**src/rtl/mult_rr_arbiter.sv**
```systemverilog
// mult_rr_arbiter: round-robin front end for a shared pipelined 4-bit multiplier.
// One operand pair is issued per cycle to the external multiplier. A shadow
// pipeline of {valid, id} tags, matched to the multiplier latency, routes each
// product back to its requester as a registered one-hot response.
//
// Handshake: req[i] is a level "valid" that the requester holds with stable
// operands until it sees gnt[i]=1 ("ready") in the same cycle. The transfer
// happens on that cycle's rising edge. In the following cycle the requester
// either drops req[i] or presents its next operand pair. Responses carry no
// back-pressure: rsp_valid[i] is a single-cycle pulse.
module mult_rr_arbiter #(
    parameter int N_REQ   = 4,
    parameter int MUL_LAT = 3,
    parameter int ID_W    = 2
) (
    input  logic                 clk,
    input  logic                 reset,
    input  logic                 en,
    input  logic [N_REQ-1:0]     req,
    input  logic [4*N_REQ-1:0]   req_a,
    input  logic [4*N_REQ-1:0]   req_b,
    output logic [N_REQ-1:0]     gnt,
    output logic [3:0]           mul_a,
    output logic [3:0]           mul_b,
    input  logic [7:0]           mul_z,
    output logic [N_REQ-1:0]     rsp_valid,
    output logic [ID_W-1:0]      rsp_id,
    output logic [7:0]           rsp_z,
    output logic                 busy
);

    // One extra bit so ptr + offset can exceed N_REQ before the explicit wrap.
    localparam int             CW      = ID_W + 1;
    localparam logic [CW-1:0]  N_REQ_C = CW'(N_REQ);

    // Round-robin pointer: index searched first in the next arbitration.
    logic [ID_W-1:0]  ptr_q;
    logic [ID_W-1:0]  ptr_d;

    // Arbitration result for the current cycle.
    logic             win_found;
    logic [ID_W-1:0]  win_id;

    // Tag shadow pipeline; stage MUL_LAT-1 lines up with mul_z.
    logic [MUL_LAT-1:0]  tag_v_q;
    logic [MUL_LAT-1:0]  tag_v_d;
    logic [ID_W-1:0]     tag_id_q [MUL_LAT];

    logic                last_v;
    logic [ID_W-1:0]     last_id;
    logic                busy_d;

    assign last_v  = tag_v_q[MUL_LAT-1];
    assign last_id = tag_id_q[MUL_LAT-1];

    // Find the first requester at or after ptr_q, wrapping modulo N_REQ.
    // The loop walks offsets from farthest to nearest so the nearest hit wins.
    always_comb begin
        logic [CW-1:0] cand;
        win_found = 1'b0;
        win_id    = '0;
        cand      = '0;
        if (!reset && en) begin
            for (int off = N_REQ - 1; off >= 0; off--) begin
                cand = {1'b0, ptr_q} + CW'(off);
                if (cand >= N_REQ_C) begin
                    cand = cand - N_REQ_C;
                end
                if (req[cand[ID_W-1:0]]) begin
                    win_found = 1'b1;
                    win_id    = cand[ID_W-1:0];
                end
            end
        end
    end

    // Decode the winner into the one-hot grant and steer its operands.
    always_comb begin
        gnt   = '0;
        mul_a = '0;
        mul_b = '0;
        for (int i = 0; i < N_REQ; i++) begin
            if (win_found && (win_id == ID_W'(i))) begin
                gnt[i] = 1'b1;
                mul_a  = req_a[4*i +: 4];
                mul_b  = req_b[4*i +: 4];
            end
        end
    end

    // Pointer advances to the slot after the winner; wrap is an explicit
    // compare so non-power-of-two N_REQ never relies on bit overflow.
    always_comb begin
        logic [CW-1:0] nxt;
        nxt   = {1'b0, win_id} + CW'(1);
        ptr_d = ptr_q;
        if (win_found) begin
            if (nxt >= N_REQ_C) begin
                ptr_d = '0;
            end else begin
                ptr_d = nxt[ID_W-1:0];
            end
        end
    end

    // Next tag-valid vector: the grant enters stage 0, the rest shift down.
    always_comb begin
        tag_v_d    = '0;
        tag_v_d[0] = win_found;
        for (int k = 1; k < MUL_LAT; k++) begin
            tag_v_d[k] = tag_v_q[k-1];
        end
    end

    // busy mirrors the state that will be held after this edge:
    // any tag in flight, or a response about to be presented.
    assign busy_d = (|tag_v_d) | last_v;

    // Pointer register.
    always_ff @(posedge clk) begin
        if (reset) begin
            ptr_q <= '0;
        end else begin
            ptr_q <= ptr_d;
        end
    end

    // Tag pipeline shifts every cycle independent of en; reset kills
    // in-flight tags so their products are never reported.
    always_ff @(posedge clk) begin
        if (reset) begin
            tag_v_q <= '0;
            for (int k = 0; k < MUL_LAT; k++) begin
                tag_id_q[k] <= '0;
            end
        end else begin
            tag_v_q     <= tag_v_d;
            tag_id_q[0] <= win_id;
            for (int k = 1; k < MUL_LAT; k++) begin
                tag_id_q[k] <= tag_id_q[k-1];
            end
        end
    end

    // Response register: capture mul_z when the aligned tag is valid,
    // otherwise pulse nothing and keep the last id/product.
    always_ff @(posedge clk) begin
        if (reset) begin
            rsp_valid <= '0;
            rsp_id    <= '0;
            rsp_z     <= '0;
        end else begin
            rsp_valid <= '0;
            if (last_v) begin
                for (int i = 0; i < N_REQ; i++) begin
                    rsp_valid[i] <= (last_id == ID_W'(i));
                end
                rsp_id <= last_id;
                rsp_z  <= mul_z;
            end
        end
    end

    // Busy flag register.
    always_ff @(posedge clk) begin
        if (reset) begin
            busy <= 1'b0;
        end else begin
            busy <= busy_d;
        end
    end

endmodule

```
**config.mk**
```make
export PLATFORM = sky130hd
export DESIGN_NAME = mult_rr_arbiter
export DESIGN_NICKNAME = d
export VERILOG_FILES = /design/src/rtl/mult_rr_arbiter.sv
export SDC_FILE = /design/constraint.sdc
export NUM_CORES = 1
export LEC_CHECK = 0
export CAP_MARGIN = 20
export CORE_MARGIN = 1.5
export CORE_UTILIZATION = 35
export CTS_CLUSTER_DIAMETER = 200
export DETAILED_ROUTE_END_ITERATION = 10
export PLACE_DENSITY_LB_ADDON = 0.12
export SYNTH_ARGS = -nofsm -noshare
export SYNTH_HDL_FRONTEND = slang
export SYNTH_SLANG_ARGS = --single-unit
```
**constraint.sdc**
```tcl
create_clock -name clk -period 3.15 [get_ports clk]
set_input_delay 0.63 -clock clk [delete_from_list [all_inputs] [get_ports clk]]
set_output_delay 0.63 -clock clk [all_outputs]
set_load 0.1 [all_outputs]
```
## Yosys cells after proc, flatten, opt, wreduce, memory -nomap -nowiden

Memory sizes are Yosys's and may differ from the RTL's.
Index checks and enable logic that the tools add are counted.

- Flip-flop bits (word level): 20
- RAM bits: 6
- Input bits: 47
- Output and inout bits: 27
- Word-level logic and storage cells: 90
- Memories: 1

- $add $sub $neg: 8
- Magnitude comparators: 9
- Equality and inequality tests: 6
- Multiplexer cells: 45
- Bitwise operators: 5
- Reduce and logical (&&, ||, !) cells: 10

Memories:

| name | depth | width | rd ports | clocked after Yosys merged registers in | write ports | line | RTL |
|---|---|---|---|---|---|---|---|
| tag_id_q | 3 | 2 | 3 | 0 | 3 | 47 | `logic [ID_W-1:0] tag_id_q [MUL_LAT];` |

Operators with widths:

| kind | count |
|---|---|
| 2-bit two-way mux | 17 |
| 4-bit two-way mux | 8 |
| 1-bit two-way mux | 16 |
| 3-bit >= comparator (second input constant) | 4 |
| 2-bit by 3-bit less-than comparator with 1-bit output (second input constant) | 4 |
| 1-bit binary-select mux with 2-bit select | 4 |
| 2-bit equality test (second input constant) | 4 |
| 2-bit by 1-bit subtractor with 2-bit output (second input constant) | 4 |
| 2-bit by 1-bit adder with 3-bit output (second input constant) | 2 |
| 2-bit by 2-bit adder with 3-bit output (second input constant) | 2 |
| 1-bit logical AND | 5 |
| 2-bit by 1-bit equality test with 1-bit output (second input constant) | 2 |
| 2-bit logical NOT | 2 |
| 1-bit OR | 4 |
| 2-bit by 3-bit >= comparator with 1-bit output (second input constant) | 1 |
| 3-bit OR reduction | 1 |
| 2-bit OR reduction | 1 |
| 1-bit logical NOT | 1 |
| 1-bit inverter | 1 |

## Depth between registers and ports, before layout

Gate-level depths: netlist of run 1.

- Word-level depth: 17
- Depth in mapped cells: 12
- Gate-level depth less buffers: 9

## Worst setup path after synthesis of run 1

No wires, ideal clock.

- Path kind: in2out
- From: in req[1]
- To: out mul_a[0]
- Data arrival time: 3.884 ns
- Required time: 2.520 ns
- Path slack: -1.364 ns
- Stages: 9
- Buffers on the path: 0
- Cells stage by stage: nor4b_2 -> nor4_4 -> a2111oi_4 -> a21oi_1 -> ha_1 -> nor2b_1 -> a221oi_1 -> a211o_1 -> a21oi_1

- Cells in the longest elaborated chain, start to end: 13
- Elaborated cells on any way between the ends: 30
- Classes of those cells: 3 x eq/ne; 22 x mux; 5 x reduce/logical

RTL lines:

| element | line | RTL |
|---|---|---|
| start, declared | 19 | `input logic [N_REQ-1:0] req,` |
| 1-bit binary-select mux with 2-bit select | 69 | `if (req[cand[ID_W-1:0]]) begin` |
| 1-bit two-way mux (not written as such) | 69 |  |
| 2-bit two-way mux (4 in series) | 69 |  |
| 2-bit two-way mux | 63 | `if (!reset && en) begin` |
| 2-bit logical NOT | 83 | `if (win_found && (win_id == ID_W'(i))) begin` |
| 1-bit logical AND | 83 |  |
| 4-bit two-way mux (3 in series) | 83 |  |
| 4-bit two-way mux * | 83 |  |
| end, declared | 23 | `output logic [3:0] mul_a,` |

Mark *: on every way between the ends. The rest lies on a longest branch, timed or not. The select of a mux whose other input is x is not followed.

## Worst setup path after layout of run 1

- From: in req[1]
- To: out mul_a[3]

The elaborated chain is that of the path after synthesis.

==> metrics, run 1 <==
Tightest Pin Transition 0.616 ns; share of cells above drive strength 1 43.3%; Post-synth top cells 26 x dfxtp_1, 14 x nor2_1, 13 x a21oi_1; Static Leak 0.00115 uW; port bufs 73; cell area after synthesis 1360 um2; die height 65.3 um; Congestion Overflow GR 0; CTS clk-pin slew, worst paths 0.08 ns; Clk network pwr share 26.4%; multi-input logic area 1030 um2; post-synth top area cell dfxtp_1; syn_nets 205; Tot GR Track Use 18.8%; Core Footprint 3690 um2; Clock Latency Late Sink 0.27 ns; status complete, but fails checks; Clock Path Buffers 2; total wire length 4030 um; area grow syn2layout 106%; Inserted Clock Buffers 3; Internal Power 699 uW; CTS tree done; synth unique cells 32; crit path launch type primary input; Final Hold Fails 0; number of synthesized flops with an enable pin 0; Switch Pwr 310 uW; GPL Wtd Cong 0.767; clock sink count 26; CTS H-tree depth 1; CTS root buffer clkbuf_8; failing checks setup timing; die width 65.3 um; RSZ-0062 raised after global routing yes; cell with the most instances after synthesis dfxtp_1; max-slew violation count 0; first-pass GRT wire length 6240 um; Antenna diodes 0; Inst Count DP 290; setup ws final -0.338 ns; Post-Syn Instances 154; number of vias per cell 4.87; via count 1,462; Flop pwr share 34.8%; largest net degree at the start of global routing 23; vias in the first global route 1,509; post-route ant nets 0; ys async rst share 0%; Crit path required time 2.52 ns; max-cap check violation count 0; # rows 22; CP endpoint kind primary output; Final Critical Period 3.49 ns; syn avg cell area 8.82 um2; worst clock skew 0.00410 ns; First-pass DRT Iterations 4; register area 523 um2; CP arrival 2.86 ns; Worst Path Max Fanout 8; switching share of power 30.7%; PwrDens 360 nW/um2; Logic pwr share 38.8%; Synth warnings 0; WL per Instance 13.4 um; fmax 287 MHz; Fillers 253; Finished Layout Cells 300; antenna violations before repair 0; Pwr Total 1010 uW; Slew headroom 58.9%; hpwl dp 3050 um; Remaining DRCs 0; Crit Path Class primary input to primary output; initial DRC count 11; Die ar. 4270 um2; Seq/Total Area, Yosys 38.3%; Tightest Hold Check Type register to register; Top Ports 74; share of the synthesized area in the top cell type 38.3%; register bit total from synthesis 26; Primary FF master, synth dfxtp_1; VDD IR max 0.191 mV; Final period util 111%; Synth area leaders dfxtp_1 38%, mux2i_1 6.6%, a221oi_1 5.2%; # nets final 304; Final Util 76.1%; Starting Density 36.8%; Final Setup Violations 11
flip-flops by register name (all words and copies together), names as in the netlist:
name       count
rsp_id         2
busy           1
tag_id_q       6
ptr_q          2
rsp_z          8
rsp_valid      4
tag_v_q        3
worst max-delay path: stages:
cell and delay, ns:
buf_12 0.11, buf_6 0.11, nor4bb_4 0.33, nor4_4 0.09, a2111oi_4 0.37, buf_4 0.19
a21oi_4 0.04, ha_4 0.18, buf_6 0.14, a211o_1 0.29, a21oi_4 0.18, buf_12 0.19
power by group through the flow:
stage,Sequential (uW),Combinational (uW),Clock [uW]
global placement,356,341,0
CTS,352,380,274
floorplan,378,183,0
detailed placement,357,348,0
finish,352,391,266
global route,354,411,289
cell usage in the layout, fill, tap and decap left out, drive strengths merged, types with 4 or more instances in the layout:
cell           Yosys  final
nor3               6      6
dfxtp             26     26
a211o              7      7
o21ai              4      4
nor2              14     14
nand2             10     10
inv               11     11
ha                 4      4
a221oi             8      8
and2               4      4
a21oi             13     13
nor2b              7      7
nand2b             5      5
clkbuf             7      4
buf                3     61
clkdlybuf4s50      0     41
mux2i              9      9
logic make-up after synthesis:
group / synth area share, %
buffers and inverters: 6.72
and+or+nand+nor: 23.8
DFF: 38.3
adders and majority gates: 3.68
muxes: 6.63
AOI/OAI and AO/OA: 20.8
final timing paths:
| path | from | slack (ns) | depth (start not counted) | endpoint |
|---|---|---|---|---|
| max | req[1] | -0.34 | 12 | mul_a[3] |
| min | tag_id_q[0][1] | 0.44 | 1 | tag_id_q[0][3] |
| max reg2reg | ptr_q[0] | 1.19 | 8 | ptr_q[1] |
| min reg2reg | tag_id_q[0][1] | 0.44 | 1 | tag_id_q[0][3] |
layer usage:
layer	vias to the layer above	track usage, %	wire, um
met2	53	36.1	2230
met5	-	0	0
met3	7	3.42	229
met4	0	9.90	70
li1	738	-	-
met1	664	19.0	1500
timing repair:
item | in CTS | in global routing
hold buffers | 0 | 0
setup buffers | 5 | 1
gates resized for setup | 49 | 16
pin swaps | 22 | 15
setup endpoints to repair | 12 | 12
area by class of cell:
| type | count | share of cell area, % |
|---|---|---|
| Timing Repair Buffer | 104 | 38.5 |
| Multi-Input combinational cell | 107 | 36.7 |
| Tap cell | 48 | 2.14 |
| Sequential cell | 26 | 18.6 |
| Inverter | 11 | 1.47 |
| Clock buffer | 3 | 1.47 |
| Clock inverter | 1 | 1.07 |
metrics by stage:
step / hold WS, ns / TNS, ns / instance area [um2] / setup WS, ns
3_5_place_dp: 0.429 / -9.33 / 2480 / -0.929
4_1_cts: 0.450 / -3.06 / 2720 / -0.396
6_report: 0.442 / -2.54 / 2810 / -0.338
2_1_floorplan: 0.414 / -2.69 / 1510 / -0.353
3_3_place_gp: 0.415 / -8.24 / 2480 / -0.836
5_1_grt: 0.459 / -3.40 / 2810 / -0.412
Power figures use the tool's default switching activity.
==> run 2, diff against run 1 <==
--- a/config.mk
+++ b/config.mk
@@ -5,7 +5,6 @@
 export SDC_FILE = /design/constraint.sdc
 export NUM_CORES = 1
 export LEC_CHECK = 0
-export CAP_MARGIN = 20
 export CORE_MARGIN = 1.5
 export CORE_UTILIZATION = 35
 export CTS_CLUSTER_DIAMETER = 200
==> results of run 2 <==
The final DEF is identical to that of run 1; final timing and power are the same.
